==> config.mk <==
export PLATFORM = sky130hd
export DESIGN_NAME = flag_channel_arbiter
export DESIGN_NICKNAME = d
export VERILOG_FILES = /design/src/rtl/flag_channel_arbiter.sv
export SDC_FILE = /design/constraint.sdc
export NUM_CORES = 1
export LEC_CHECK = 0
export CAP_MARGIN = 20
export CORE_UTILIZATION = 25
export CTS_BUF_LIST = sky130_fd_sc_hd__clkbuf_4
export CTS_CLUSTER_DIAMETER = 150
export DETAILED_ROUTE_END_ITERATION = 8
export GPL_ROUTABILITY_DRIVEN = 0
export GPL_TIMING_DRIVEN = 0
export REMOVE_ABC_BUFFERS = 1
export SLEW_MARGIN = 15
export SYNTH_ARGS = -nofsm -noshare
export SYNTH_HDL_FRONTEND = slang
export SYNTH_SLANG_ARGS = --single-unit
==> constraint.sdc <==
create_clock -name clk -period 4.4 [get_ports clk]
set_input_delay 0.88 -clock clk [delete_from_list [all_inputs] [get_ports clk]]
set_output_delay 0.88 -clock clk [all_outputs]
set_load 0.005 [all_outputs]
==> src/rtl/flag_channel_arbiter.sv <==
// Round-robin scheduler feeding a toggle-based flag crossing.
// Issues one spaced flag pulse per pending requester with a stable ID.
module flag_channel_arbiter #(
  parameter int NREQ = 4,
  parameter int IDW  = 2,
  parameter int GAP  = 4
) (
  input  logic            clk,
  input  logic            rst,
  input  logic [NREQ-1:0] req,
  input  logic            clear_ovf,
  output logic            grant_flag,
  output logic [IDW-1:0]  grant_id,
  output logic [NREQ-1:0] pending,
  output logic [NREQ-1:0] overflow,
  output logic            busy
);

  localparam int CW = (GAP > 1) ? $clog2(GAP) : 1;

  typedef enum logic [1:0] {
    IDLE = 2'd0,
    FLAG = 2'd1,
    HOLD = 2'd2
  } state_t;

  state_t          state, state_n;
  logic [CW-1:0]   cnt, cnt_n;
  logic [IDW-1:0]  ptr;
  logic [IDW-1:0]  win;
  logic            found;
  logic            take;
  logic [NREQ-1:0] clr;
  logic [2*NREQ-1:0] dbl;

  // Rotate pending so the search starts at ptr; first set bit wins.
  always_comb begin
    found = 1'b0;
    win   = '0;
    dbl   = {pending, pending} >> ptr;
    for (int k = 0; k < NREQ; k++) begin
      if (!found && dbl[k]) begin
        found = 1'b1;
        win   = IDW'((int'(ptr) + k) % NREQ);
      end
    end
  end

  // Next state; a finished hold-off chains straight into the next flag.
  always_comb begin
    state_n = state;
    cnt_n   = cnt;
    take    = 1'b0;
    unique case (state)
      IDLE: take = found;
      FLAG: begin
        if (GAP == 1) begin
          if (found) take = 1'b1;
          else       state_n = IDLE;
        end else begin
          cnt_n   = CW'(GAP - 1);
          state_n = HOLD;
        end
      end
      HOLD: begin
        if (cnt == '0) begin
          if (found) take = 1'b1;
          else       state_n = IDLE;
        end else begin
          cnt_n = cnt - 1'b1;
        end
      end
      default: state_n = IDLE;
    endcase
    if (take) state_n = FLAG;
  end

  assign clr  = take ? (NREQ'(1) << win) : '0;
  assign busy = (state != IDLE);

  // State, registered outputs, pending latch and sticky overflow.
  always_ff @(posedge clk) begin
    if (rst) begin
      state      <= IDLE;
      cnt        <= '0;
      ptr        <= '0;
      grant_flag <= 1'b0;
      grant_id   <= '0;
      pending    <= '0;
      overflow   <= '0;
    end else begin
      state      <= state_n;
      cnt        <= cnt_n;
      grant_flag <= take;
      if (take) begin
        grant_id <= win;
        ptr      <= (win == IDW'(NREQ - 1)) ? '0 : win + 1'b1;
      end
      pending  <= (pending & ~clr) | req;
      overflow <= (clear_ovf ? '0 : overflow)
                | (req & pending & ~clr);
    end
  end

endmodule

======== Word-level counts from Yosys, hierarchy flattened ========
Index checks and enable logic that the tools add are counted.
storage, ports and cells
  flip-flop bits (word level) ............. 17
  input bits .............................. 7
  output and inout bits ................... 12
  logic and storage cells ................. 65
operators by class
  add/subtract/negate cells ............... 5
  equal/unequal tests ..................... 9
  shift operators ......................... 2
  multiplexer cells ....................... 20
  bitwise gates (word level) .............. 7
  reductions and logical operators ........ 14
operators with widths
  kind                                              number
  2-to-1 mux 2 bit                                  8
  bitwise AND 4 bit                                 3
  2-to-1 mux 4 bit                                  2
  inequality test 2 bit (second input constant)     4
  OR 4 bit                                          2
  >> shifter 8 x 2 -> 4 bit                         1
  2-to-1 mux 1 bit                                  7
  inequality test 3 bit (second input constant)     2
  one-hot mux 2 bit (3 select lines)                1
  AND reduction 3 bit                               2
  adder 2 x 1 -> 2 bit (second input constant)      2
  adder 2 bit (second input constant)               2
  == test 2 bit (second input constant)             2
  logical NOT 2 bit                                 2
  NOT 4 bit                                         1
  one-hot mux 2 bit (2 select lines)                1
  nonzero test 2 bit                                2
  left shift 1 x 2 -> 4 bit (first input constant)  1
  logical AND 1 bit                                 3
  logical NOT 1 bit                                 3
  == test 2 x 1 -> 1 bit (second input constant)    1
  one-hot mux 1 bit (2 select lines)                1
  AND reduction 2 bit                               1
  OR reduction 2 bit                                1
  2 further kinds                                   2

======== Longest topological paths before layout ========
Gate-level depths: netlist of the first run.
  depth after elaboration ................. 18
  depth in mapped cells ................... 8
  mapped depth without buffers ............ 8

======== Worst setup path after synthesis of the first run ========
OpenSTA, ideal clock, no wires.
  path type ............................... register to register
  from .................................... register pending[2]
  to ...................................... register overflow[1]
  library setup time ...................... 0.065 ns
  data arrival time ....................... 1.617 ns
  required time ........................... 4.335 ns
  path slack .............................. 2.717 ns
  cell stages (with the launch flop) ...... 9
  path buffers ............................ 0
  period minus slack after synthesis ...... 1.683 ns
  path through ............................ dfxtp_1 -> or2b_1 -> a21oi_1 -> nor3_1 -> and2_2 -> ha_1 -> a31oi_1 -> a21oi_1 -> nor2_1
between the ends
  elaborated cells on any way between the ends .. 23
  those cells by class .................... shift (2); mux (12); bitwise (3); reduce/logical (6)
RTL lines
  what                         RTL line  text
  from (decl)                  14        output logic [NREQ-1:0] pending,
  from (signal assigned)       99        pending <= (pending & ~clr) | req;
  >> shifter 8 x 2 -> 4 bit *  40        dbl = {pending, pending} >> ptr;
  2-to-1 mux 1 bit             42        if (!found && dbl[k]) begin
  logical NOT 1 bit            42
  logical AND 1 bit            42
  2-to-1 mux 1 bit             42
  logical NOT 1 bit            42
  logical AND 1 bit            42
  2-to-1 mux 1 bit             42
  logical NOT 1 bit            42
  logical AND 1 bit            42
  2-to-1 mux 2 bit *           42
  via win[0]                   30        logic [IDW-1:0] win;
  left shift 1 x 2 -> 4 bit *  78        assign clr = take ? (NREQ'(1) << win) : '0;
  2-to-1 mux 4 bit *           78
  NOT 4 bit *                  101       | (req & pending & ~clr);
  bitwise AND 4 bit *          101
  OR 4 bit *                   101
  to (signal assigned)         100       overflow <= (clear_ovf ? '0 : overflow)
  to (decl)                    15        output logic [NREQ-1:0] overflow,
Mark *: on every way through the listed nets, which the timed path passes. The rest lies on a longest branch.
A chain may end at the register's enable or synchronous reset.

======== Worst setup path after layout of the first run ========
  from .................................... register state[1]
  to ...................................... output busy
between the ends
  word-level cells in the longest chain between the ends .. 1
RTL lines
  what                    RTL line  text
  from (decl)             27        state_t state, state_n;
  from (signal assigned)  92        state <= state_n;
  nonzero test 2 bit      79        assign busy = (state != IDLE);
  to (decl)               16        output logic busy
Every way passes these cells.

==> metrics.txt, run 1 <==
CTS tree yes; clock buffer depth 2; DR DRC count 0; global-route wire length before repair 2940 um; status finished clean; share of cells above drive strength 1 0.0940; floorplan row count 20; Req. time, crit path 3.52 ns; crit path DAT 1.37 ns; Setup CP Type flop to output pin; cts bufs inserted 3; first-pass iteration count of the detailed router 4; Synth Register Bits 17; Initial Utilization 0.269; post-route cell area ~0.0011 sq mm; hold_buf cts 0; reg2reg setup slack 2.48 ns; diode count 0; largest net degree at the start of global routing 19; worst rel slew slack 0.552; gr usage total 0.111; f_max 445 MHz; Placement Cell Area around 0.0011 sq mm; Pins Over Slew Limit 0; Reg area ~340 sq um; total gr overflow 0; Largest stage delay, worst path 0.44 ns; post-CTS setup buffers 0; worst-path cell chain or2_2 > clkdlybuf4s50_1; post-synthesis sequential area ratio 0.407; Worst IR Drop VDD 0.165 mV; Filler Cell Count 353; leakage power ~0.43 nW; measured slew at the worst slew-check pin 0.670 ns; Setup Viol. Count Final 0; die area around 0.0036 sq mm; setup TNS 0 ns; final wirelength 1640 um; CP bufs+invs 1; post-CTS sizing 0; vias in the first global route 674; number of max-cap violations 0; Ys Warns 0; worst min path class flop to flop; pwr dens a little under 400 mW/mm^2; clock root buffer clkbuf_4; CTS H-tree depth 1; Distinct cells, synth 31; RSZ-0062 raised after global routing no; slowest CP cell clkdlybuf4s50_1; Final Hold Fails 0; delay-heaviest family, CP buffers and inverters; nets 130; Post-Syn Instances between 90 and 100; Layout Area Growth over Synthesis 29.5%; Worst-Skew Late Latency around 0.30 ns; DR vias/cell 4.42; Final min period 2.25 ns; Die Ht 59.8 um; remaining antenna violation count 0; initial antenna violation count 0; Post-Syn Area 836 sq um; final period utilization 0.511; DRT iter0 DRCs 19; io pins 19; Post-Route Utilization 0.349; Core Area 0.00310 sq mm; crit start category flop; CP endpoint kind output pin; dpl hpwl 1210 um; CP Max Fanout 5; DR vias between 700 and 800; syn_area_per_cell 8.53 sq um; IO buf count 18; CTS sink count 17; Setup Skew 0.00324 ns; multi-input logic area between 400 and 500 sq um; wire length per cell 10.2 um; Chip Width roughly 60 um; Clock transition at path regs 0.10 ns
## sequential cells by signal, indices dropped and copies added, names as in the netlist
register and flops:
grant_id 2, ptr 2, grant_flag 1, overflow 4, cnt 2, pending 4
state 2
## power breakdown
| part | total (mW) | leakage (nW) | switching (mW) | internal, mW |
|---|---|---|---|---|
| clock network | 0.0932 | 0.0184 | 0.0517 | 0.0415 |
| registers | 0.194 | 0.141 | 0.0188 | 0.175 |
| logic | 0.134 | 0.275 | 0.0641 | 0.0704 |
| total | 0.422 | 0.434 | 0.135 | 0.287 |
## final cells by class
class,count,area share
clock buffers,4,0.0277
inverters,9,0.0312
multi-input cells,69,0.409
flip-flops and latches,17,0.314
well taps,44,0.0509
repair buffers,18,0.166
## synthesized netlist by cell type
master,n,area [sq um]
a211oi_1,2,15.0
a211oi_2,1,12.5
a21oi_1,7,35.0
a22o_1,1,8.76
a31oi_1,4,25.0
and2_2,1,7.51
and3_1,1,6.26
buf_4,2,15.0
clkbuf_1,1,3.75
clkinv_1,1,3.75
dfxtp_1,17,340
ha_1,5,62.6
inv_1,8,30.0
mux2_2,1,11.3
mux2i_1,2,20.0
nand2_1,3,11.3
nand2b_1,2,12.5
nand3_4,1,17.5
nand3b_1,1,7.51
nor2_1,19,71.3
nor2_2,1,6.26
nor2b_1,5,31.3
nor3_1,1,5.00
nor4_1,1,6.26
o21ai_0,3,15.0
o2bb2a_1,1,10.0
o31ai_1,1,7.51
or2_2,1,6.26
or2b_1,1,7.51
or3_1,2,12.5
or4_4,1,11.3
## layout by cell type (no fill, tap or decap), types with 3 or more instances in the layout
master / n
a31oi_1: 4
nand2_1: 3
clkbuf_4: 4
ha_1: 5
dfxtp_1: 17
o21ai_0: 3
nor2b_1: 5
clkdlybuf4s50_1: 18
a21oi_1: 7
nor2_1: 19
inv_1: 8
## metrics by stage
stage               hold slack [ns]  cells  power [mW]  setup WS (ns)
CTS                           0.505    161       0.427           2.14
detailed placement            0.488    157       0.332           1.96
floorplan                     0.466     95       0.280           2.72
global route                  0.521    161       0.453           2.09
finish                        0.512    161       0.422           2.15
global placement              0.479    157       0.329           2.02
## worst paths after layout
| check | start | endpoint | cells past startpoint |
|---|---|---|---|
| hold reg to reg | grant_id[0] | grant_id[0] | 2 |
| setup reg to reg | pending[2] | overflow[3] | 8 |
| setup / recovery | state[1] | busy | 2 |
| hold / removal | grant_id[0] | grant_id[0] | 2 |
## cells by family (layout without fill, tap and decap cells)
| logic type | Yosys count | after routing | synth area share |
|---|---|---|---|
| multiplexers | 3 | 3 | 0.0374 |
| flip-flops | 17 | 17 | 0.407 |
| AND/OR/NAND/NOR | 41 | 41 | 0.263 |
| AO/OA/AOI/OAI | 20 | 20 | 0.154 |
| buffers and inverters | 12 | 31 | 0.0629 |
| adder cells (fa/ha/maj) | 5 | 5 | 0.0749 |
## worst register-to-register path: cells and delay by family (launching register included)
| family | cells | cell delay [ns] |
|---|---|---|
| AO/OA/AOI/OAI | 3 | 0.59 |
| adder cells (fa/ha/maj) | 1 | 0.20 |
| flip-flops | 1 | 0.42 |
| AND/OR/NAND/NOR | 4 | 0.66 |
## metal layers
layer,vias up,share of wire,global-route usage
li1,370,-,-
met4,0,0.022,0.0698
met5,-,0,0
met1,319,0.49,0.144
met3,5,0.048,0.0195
met2,17,0.44,0.168
No activity file was read; power rests on OpenSTA's default activity.
==> inputs of run 2 (changes only) <==
==> constraint.sdc (replaced) <==
create_clock -name clk -period 2.25 [get_ports clk]
set_input_delay 0.45 -clock clk [delete_from_list [all_inputs] [get_ports clk]]
set_output_delay 0.45 -clock clk [all_outputs]
set_load 0.005 [all_outputs]
==> results of run 2 <==
The final DEF is identical to that of run 1. Status: finished clean.
Main changes from that run: setup slack after placement 1.96 ns -> 0.241 ns; setup slack after layout 2.15 ns -> 0.326 ns; start point of the critical path state[1] -> pending[2]; end point of the critical path busy -> overflow[3]; register-to-register setup slack 2.48 ns -> 0.33 ns; total power 0.422 mW -> 0.825 mW; worst IR drop on VDD 0.165 mV -> 0.323 mV
==> inputs of run 3 (changes only) <==
==> constraint.sdc (replaced) <==
create_clock -name clk -period 2.2 [get_ports clk]
set_input_delay 0.44 -clock clk [delete_from_list [all_inputs] [get_ports clk]]
set_output_delay 0.44 -clock clk [all_outputs]
set_load 0.02 [all_outputs]
==> results of run 3 <==
The final DEF is identical to that of run 1. Status: finished clean.
Main changes from that run: setup slack after placement 1.96 ns -> 0.201 ns; setup slack after layout 2.15 ns -> 0.276 ns; start point of the critical path state[1] -> pending[2]; end point of the critical path busy -> overflow[3]; register-to-register setup slack 2.48 ns -> 0.28 ns; total power 0.422 mW -> 0.873 mW; worst IR drop on VDD 0.165 mV -> 0.331 mV
